$ cat src/rtl/mul_operand_issue.sv
// Operand FIFO + one-at-a-time issue sequencer in front of the shift-and-add multiplier.
// Entry spends >=1 cycle queued; s_ready drops only when full; next issue waits for out_valid or watchdog.
module mul_operand_issue #(
  parameter int WIDTH   = 8,
  parameter int DEPTH   = 4,
  parameter int TIMEOUT = 2*WIDTH+4
) (
  input  logic                       clk,
  input  logic                       rst_n,
  input  logic                       s_valid,
  output logic                       s_ready,
  input  logic [WIDTH-1:0]           s_a,
  input  logic [WIDTH-1:0]           s_b,
  output logic                       mul_in_valid,
  output logic [WIDTH-1:0]           mul_a,
  output logic [WIDTH-1:0]           mul_b,
  input  logic                       mul_in_ready,
  input  logic                       mul_out_valid,
  output logic [$clog2(DEPTH+1)-1:0] count,
  output logic                       inflight,
  output logic                       timeout_err
);

  localparam int AW = $clog2(DEPTH);
  localparam int PW = AW + 1;
  localparam int CW = $clog2(DEPTH+1);
  localparam int TW = $clog2(TIMEOUT+1);
  localparam logic [TW-1:0] WD_MAX  = {TW{1'b1}};
  localparam logic [TW-1:0] WD_LAST = TW'(TIMEOUT-1);

  typedef enum logic [1:0] {S_IDLE, S_ISSUE, S_WAIT} state_t;

  logic [WIDTH-1:0] mem_a_q [DEPTH];
  logic [WIDTH-1:0] mem_b_q [DEPTH];
  logic [PW-1:0]    wr_ptr_q, rd_ptr_q;
  logic [PW-1:0]    ptr_diff;
  logic             empty, full, push, pop;

  state_t           state_q, state_d;
  logic             mul_in_valid_q, mul_in_valid_d;
  logic [WIDTH-1:0] mul_a_q, mul_a_d, mul_b_q, mul_b_d;
  logic [TW-1:0]    wdog_q, wdog_d;
  logic             timeout_err_q, timeout_err_d;

  // Wrap bit distinguishes full from empty when the indices coincide.
  assign empty    = (wr_ptr_q == rd_ptr_q);
  assign full     = (wr_ptr_q[AW-1:0] == rd_ptr_q[AW-1:0]) && (wr_ptr_q[AW] != rd_ptr_q[AW]);
  assign ptr_diff = wr_ptr_q - rd_ptr_q;
  assign count    = CW'(ptr_diff);
  assign s_ready  = rst_n && !full;
  assign push     = s_valid && s_ready;

  always_ff @(posedge clk) begin
    if (push) begin
      mem_a_q[wr_ptr_q[AW-1:0]] <= s_a;
      mem_b_q[wr_ptr_q[AW-1:0]] <= s_b;
    end
  end

  always_ff @(posedge clk or negedge rst_n) begin
    if (!rst_n) begin
      wr_ptr_q <= '0;
      rd_ptr_q <= '0;
    end else begin
      if (push) wr_ptr_q <= wr_ptr_q + PW'(1);
      if (pop)  rd_ptr_q <= rd_ptr_q + PW'(1);
    end
  end

  always_comb begin
    state_d        = state_q;
    pop            = 1'b0;
    mul_in_valid_d = mul_in_valid_q;
    mul_a_d        = mul_a_q;
    mul_b_d        = mul_b_q;
    wdog_d         = wdog_q;
    timeout_err_d  = timeout_err_q;
    case (state_q)
      S_IDLE: begin
        if (!empty && mul_in_ready) begin
          pop            = 1'b1;
          mul_a_d        = mem_a_q[rd_ptr_q[AW-1:0]];
          mul_b_d        = mem_b_q[rd_ptr_q[AW-1:0]];
          mul_in_valid_d = 1'b1;
          state_d        = S_ISSUE;
        end
      end
      S_ISSUE: begin
        if (mul_in_ready) begin
          mul_in_valid_d = 1'b0;
          wdog_d         = '0;
          state_d        = S_WAIT;
        end
      end
      S_WAIT: begin
        if (wdog_q != WD_MAX) wdog_d = wdog_q + TW'(1);
        // A finish in the same cycle as the watchdog limit wins.
        if (mul_out_valid) begin
          state_d = S_IDLE;
        end else if (wdog_q >= WD_LAST) begin
          timeout_err_d = 1'b1;
          state_d       = S_IDLE;
        end
      end
      default: state_d = S_IDLE;
    endcase
  end

  always_ff @(posedge clk or negedge rst_n) begin
    if (!rst_n) begin
      state_q        <= S_IDLE;
      mul_in_valid_q <= 1'b0;
      mul_a_q        <= '0;
      mul_b_q        <= '0;
      wdog_q         <= '0;
      timeout_err_q  <= 1'b0;
    end else begin
      state_q        <= state_d;
      mul_in_valid_q <= mul_in_valid_d;
      mul_a_q        <= mul_a_d;
      mul_b_q        <= mul_b_d;
      wdog_q         <= wdog_d;
      timeout_err_q  <= timeout_err_d;
    end
  end

  assign mul_in_valid = mul_in_valid_q;
  assign mul_a        = mul_a_q;
  assign mul_b        = mul_b_q;
  assign inflight     = (state_q != S_IDLE);
  assign timeout_err  = timeout_err_q;

endmodule

$ cat config.mk
export PLATFORM = sky130hd
export DESIGN_NAME = mul_operand_issue
export DESIGN_NICKNAME = d
export VERILOG_FILES = /design/src/rtl/mul_operand_issue.sv
export SDC_FILE = /design/constraint.sdc
export NUM_CORES = 1
export LEC_CHECK = 0
export CAP_MARGIN = 15
export CELL_PAD_IN_SITES_DETAIL_PLACEMENT = 1
export CELL_PAD_IN_SITES_GLOBAL_PLACEMENT = 1
export CORE_UTILIZATION = 40
export CTS_CLUSTER_SIZE = 24
export DETAILED_ROUTE_END_ITERATION = 10
export PLACE_DENSITY = 0.68
export SLEW_MARGIN = 5
export SYNTH_ARGS = -nofsm -noshare
export SYNTH_HDL_FRONTEND = slang
export SYNTH_SLANG_ARGS = --single-unit
$ cat constraint.sdc
create_clock -name clk -period 2.86 [get_ports clk]
set_input_delay 0.572 -clock clk [delete_from_list [all_inputs] [get_ports clk]]
set_output_delay 0.572 -clock clk [all_outputs]
set_load 0.02 [all_outputs]
## Word-level counts from Yosys, hierarchy flattened

Memory sizes are Yosys's and may differ from the RTL's. A register that Yosys moved wholly into a read port is not among the register bits.
Cells that the tools add are included.

| storage, ports and cells | value |
|---|---|
| word-level logic and storage cells | 56 |
| output and inout port bits | 23 |
| register bits after elaboration | 15 |
| memory bits (writable) | 64 |
| input port bits | 21 |
| memories kept | 2 |

| operators by class | value |
|---|---|
| mux-type cells | 15 |
| add/subtract/negate cells | 4 |
| equal/unequal tests | 10 |
| reductions and logical operators | 17 |
| bitwise logic cells | 1 |
| $lt $le $gt $ge | 1 |

Memory list:

| name | words | bits a word | read ports | clocked after memory_dff | wr ports | RTL line | RTL |
|---|---|---|---|---|---|---|---|
| mem_a_q | 4 | 8 | 1 | 1 | 1 | 33 | `logic [WIDTH-1:0] mem_a_q [DEPTH];` |
| mem_b_q | 4 | 8 | 1 | 1 | 1 | 34 | `logic [WIDTH-1:0] mem_b_q [DEPTH];` |

Operator list:

| operator | count |
|---|---|
| 3-bit AND reduction | 4 |
| 5-bit two-way mux | 2 |
| 5-bit case mux with 2 select lines | 1 |
| 2-bit two-way mux | 4 |
| 3-bit by 1-bit adder with 3-bit output, second input constant | 2 |
| 1-bit two-way mux | 6 |
| 2-bit != test, second input constant | 3 |
| 2-bit case mux with 3 select lines | 1 |
| 2-bit nonzero test | 3 |
| 5-bit by 1-bit adder with 5-bit output, second input constant | 1 |
| 5-bit greater-or-equal comparator, second input constant | 1 |
| 5-bit != test, second input constant | 1 |
| 1-bit logical AND | 4 |
| 1-bit zero test | 4 |
| 3-bit == test | 1 |
| 3-bit != test, second input constant | 1 |
| 3-bit subtractor | 1 |
| 2-bit by 1-bit == test with 1-bit output, second input constant | 1 |
| 2-bit == test | 1 |
| 2-bit == test, second input constant | 1 |
| 2-bit zero test | 1 |
| 1-bit case mux with 2 select lines | 1 |
| 2-bit AND reduction | 1 |
| 1-bit != test | 1 |
| 1-bit NOT | 1 |

## Logic depth before layout (Yosys ltp)

| logic depth | value |
|---|---|
| depth after elaboration | 7 |
| gate-level depth with buffers | 8 |

## Least setup slack after synthesis

OpenSTA, ideal clock, no wires.

| path | value |
|---|---|
| path type | register to register |
| start point | reg rd_ptr_q[1] |
| end point | mem mem_a_q[3][0], enable pin |
| library setup time | 402 ps |
| path slack | 122 ps |
| cell stages (with the launch flop) | 6 |
| clock period less this slack | 2738 ps |
| arrival time | 2335 ps |
| cells stage by stage | dfrtp_1 > buf_2 > buf_1 > inv_1 > ha_1 > a31oi_1 |

| between the ends | value |
|---|---|
| word-level cells in the longest chain between the ends | 7 |

RTL lines:

| what | RTL line | RTL |
|---|---|---|
| start: declaration | 35 | `logic [PW-1:0] wr_ptr_q, rd_ptr_q;` |
| start signal: assignment | 66 | `if (pop) rd_ptr_q <= rd_ptr_q + PW'(1);` |
| 2-bit == test | 47 | `assign full = (wr_ptr_q[AW-1:0] == rd_ptr_q[AW-1:0]) && (wr_ptr_q[AW] != rd_ptr_q[AW]);` |
| 1-bit logical AND | 47 |  |
| 1-bit zero test | 50 | `assign s_ready = rst_n && !full;` |
| 1-bit logical AND | 50 |  |
| 1-bit logical AND | 51 | `assign push = s_valid && s_ready;` |
| 1-bit two-way mux | 54 | `if (push) begin` |
| 1-bit two-way mux (implied by the code) | 55 | `mem_a_q[wr_ptr_q[AW-1:0]] <= s_a;` |
| end: declaration | 33 |  |

No other way between the ends.

## Worst setup path after layout

| path | value |
|---|---|
| start point | reg wr_ptr_q[0] |
| end point | out s_ready |

| between the ends | value |
|---|---|
| word-level cells in the longest chain between the ends | 4 |

RTL lines:

| what | RTL line | RTL |
|---|---|---|
| start: declaration | 35 |  |
| start signal: assignment | 65 | `if (push) wr_ptr_q <= wr_ptr_q + PW'(1);` |
| 2-bit == test | 47 |  |
| 1-bit logical AND | 47 |  |
| 1-bit zero test | 50 |  |
| 1-bit logical AND | 50 |  |
| end: declaration | 11 | `output logic s_ready,` |

No other way between the ends.

==> impl_metrics.json <==
{
  "avgSynthCellArea_um2": 18.6,
  "max_stage_delay_ps": 620,
  "p_per_area_nw_per_um2": 1050,
  "synth_edf_count": 64,
  "clock_latency_ps": 360,
  "h-tree-depth": 3,
  "fin_setup_tns_ps": 0,
  "grt_max_degree": 19,
  "finalClockSkew_ps": 12.5,
  "grt_pass1_wl_mm": 11.4,
  "placed_cell_area_um2": 4470,
  "first_pass_iters": 4,
  "crit_fanout": 5,
  "dp_hpwl_mm": 4.53,
  "antenna_found_initial": 0,
  "syn-cell-area_um2": 3850,
  "clk_pin_slew_ps": 100,
  "whs_ps": 194,
  "cts_tree": "yes",
  "fmax_mhz": 385,
  "first_global_vias": 2183,
  "ys_ff_latch": 95,
  "final_common_cell": "edfxtp_1",
  "critPathCaptureType": "output pin",
  "postCtsHoldBufs": 0,
  "rsz0062_at_grt": "no",
  "routabilityCongestion": 0.759,
  "syn_nets": 238,
  "layout_min_cycle_time_ps": 2600,
  "yosysWarnings": 0,
  "arrival_ps": 2030,
  "timing.final.crit_share_pct": 90.9,
  "register_area_um2": 2700,
  "worst_slew_pin_slew_ps": 845,
  "layout_common_cells": "edfxtp_1, clkdlybuf4s50_1, dfrtp_1, mux4_2",
  "multiInputGateArea_um2": 1090,
  "irDropWorstVdd_v": 0.000406,
  "coreArea_um2": 9280,
  "drv_cap": 0,
  "drt_wl_total_mm": 7.07,
  "status": "complete, no violations",
  "start_util_pct": 41.5,
  "n_fill_cell": 923,
  "num_antenna_cells": 0,
  "fin_util_pct": 50.2,
  "slew_viol_final": 0,
  "syn2layout_area_growth_pct": 21.1,
  "detail_route.vias_per_cell": 4.89,
  "synthArstFlopShare_pct": 32.6,
  "dr.first_iter.drc_count": 57,
  "avgRoutedWirePerCell_um": 17.8,
  "nets": 295,
  "grt.overflow.total": 0,
  "leakage_nw": 1.74,
  "postRouteAntennaNets": 0,
  "critPathRequiredTime_ps": 2290,
  "rows": 35,
  "dr_total_vias": 1945,
  "crit_path_start_kind": "flip-flop",
  "path_class": "reg -> out",
  "syn_inst": 207,
  "root_buffer": "clkbuf_8",
  "timing.final.setup_violations": 0,
  "clk_path_buf_depth": 2,
  "holdCritPathClass": "in -> async",
  "synth_top_flop_cell": "edfxtp_1",
  "finalPower_mw": 4.88,
  "hold_viol": 0,
  "synth_cell_type_count": 35,
  "clock_sinks": 95,
  "crit_path_cell_trace": "inv_1 > ha_1 > a31oi_1 > clkdlybuf4s50_1",
  "numCtsBuffers": 9,
  "maxSlewHeadroom_pct": 43.4,
  "drc": 0,
  "cpMaxStageDelayCell": "clkdlybuf4s50_1",
  "design_area_um2": 4660,
  "ys_seq_area_share_pct": 70.0,
  "grt_usage_pct": 15.6,
  "fp.dieW_um": 100,
  "drive_gt1_share_pct": 23.8,
  "ioPinCount": 44,
  "dieArea_um2": 10000,
  "die_h_um": 100,
  "io_buffer_count": 43
}
[cell type report]
class                   instances  area share (%)
multi-input cells              97            23.3
repair buffers                 52            10.6
flip-flops and latches         95            57.8
clock inverters                 7            1.42
inverters                       9           0.724
clock buffers                   9            2.66
well taps                     129            3.46
[worst paths after layout]
check	startpoint	endpoint	slack, ps	cells after the start
hold / removal	rst_n	wdog_q[0]	190	2
hold reg to reg	timeout_err	timeout_err	460	1
min in group clk	timeout_err	timeout_err	460	1
setup reg to reg	wr_ptr_q[0]	mul_b[7]	540	5
setup / recovery	wr_ptr_q[0]	s_ready	260	4
max in group asynchronous	rst_n	state_q[1]	2450	2
[power by group]
part	total (mW)	internal (mW)	switching, mW
Combinational	2.05	1.03	1.01
Sequential	1.98	1.80	0.185
Clock	0.848	0.336	0.512
Total	4.88	3.17	1.71
[metal layers]
| layer | vias up | wire [um] | GRT usage [%] |
|---|---|---|---|
| met4 | 0 | 51 | 4.68 |
| met2 | 35 | 3520 | 26.2 |
| met5 | - | 0 | 0 |
| li1 | 914 | - | - |
| met3 | 4 | 223 | 3.48 |
| met1 | 992 | 3270 | 20.4 |
[cells in the mapped netlist (2+ instances only)]
cell type	n	area [um^2]
inv_1	9	33.8
ha_1	9	113
nand2b_1	2	12.5
xnor2_1	4	35.0
a31oi_1	3	18.8
a311oi_1	2	17.5
o22ai_1	2	12.5
a21oi_1	9	45.0
and2_1	3	18.8
mux2_4	9	135
mux4_2	16	360
buf_2	2	10.0
buf_6	2	22.5
dfrtp_1	31	776
edfxtp_1	64	1920
mux2_2	9	101
nor2b_1	3	18.8
buf_1	2	7.51
nand2_1	3	11.3
nor2_1	8	30.0
[sequential cells by signal, summed over array words and instances, names as in the netlist]
| name | cells |
|---|---|
| mem_a_q | 32 |
| mem_b_q | 32 |
| mul_a | 8 |
| mul_b | 8 |
| wdog_q | 5 |
| rd_ptr_q | 3 |
| wr_ptr_q | 3 |
| state_q | 2 |
| mul_in_valid | 1 |
| timeout_err | 1 |
[repair_timing]
item | 4_1_cts | 5_1_grt
hold endpoints to repair | 0 | 0
setup endpoints to repair | 1 | 1
buffers inserted | 0 | 0
resized for setup | 1 | 1
[cells by family (layout without fill, tap and decap cells)]
family / count (synthesis) / after routing / share of synthesized area, %
mux: 34 / 34 / 15.5
compound gates: 24 / 24 / 4.39
buf+inv: 15 / 77 / 1.92
fa+ha+maj: 10 / 10 / 3.44
simple gates: 23 / 23 / 3.15
flops: 95 / 95 / 70.0
xor+xnor: 6 / 6 / 1.56
[through the flow]
step	setup slack [ps]	instances
floorplan	122	207
global placement	429	382
detailed placement	402	382
CTS	67.2	398
global route	193	398
finish	260	398
[critical path, delay by kind of cell, from the launching register on]
| kind | cells | cell delay (ps) |
|---|---|---|
| flip-flops | 1 | 400 |
| adder cells (fa/ha/maj) | 1 | 390 |
| AO/OA/AOI/OAI | 1 | 160 |
| buffers and inverters | 2 | 730 |
No activity file was read; power rests on OpenSTA's default activity.
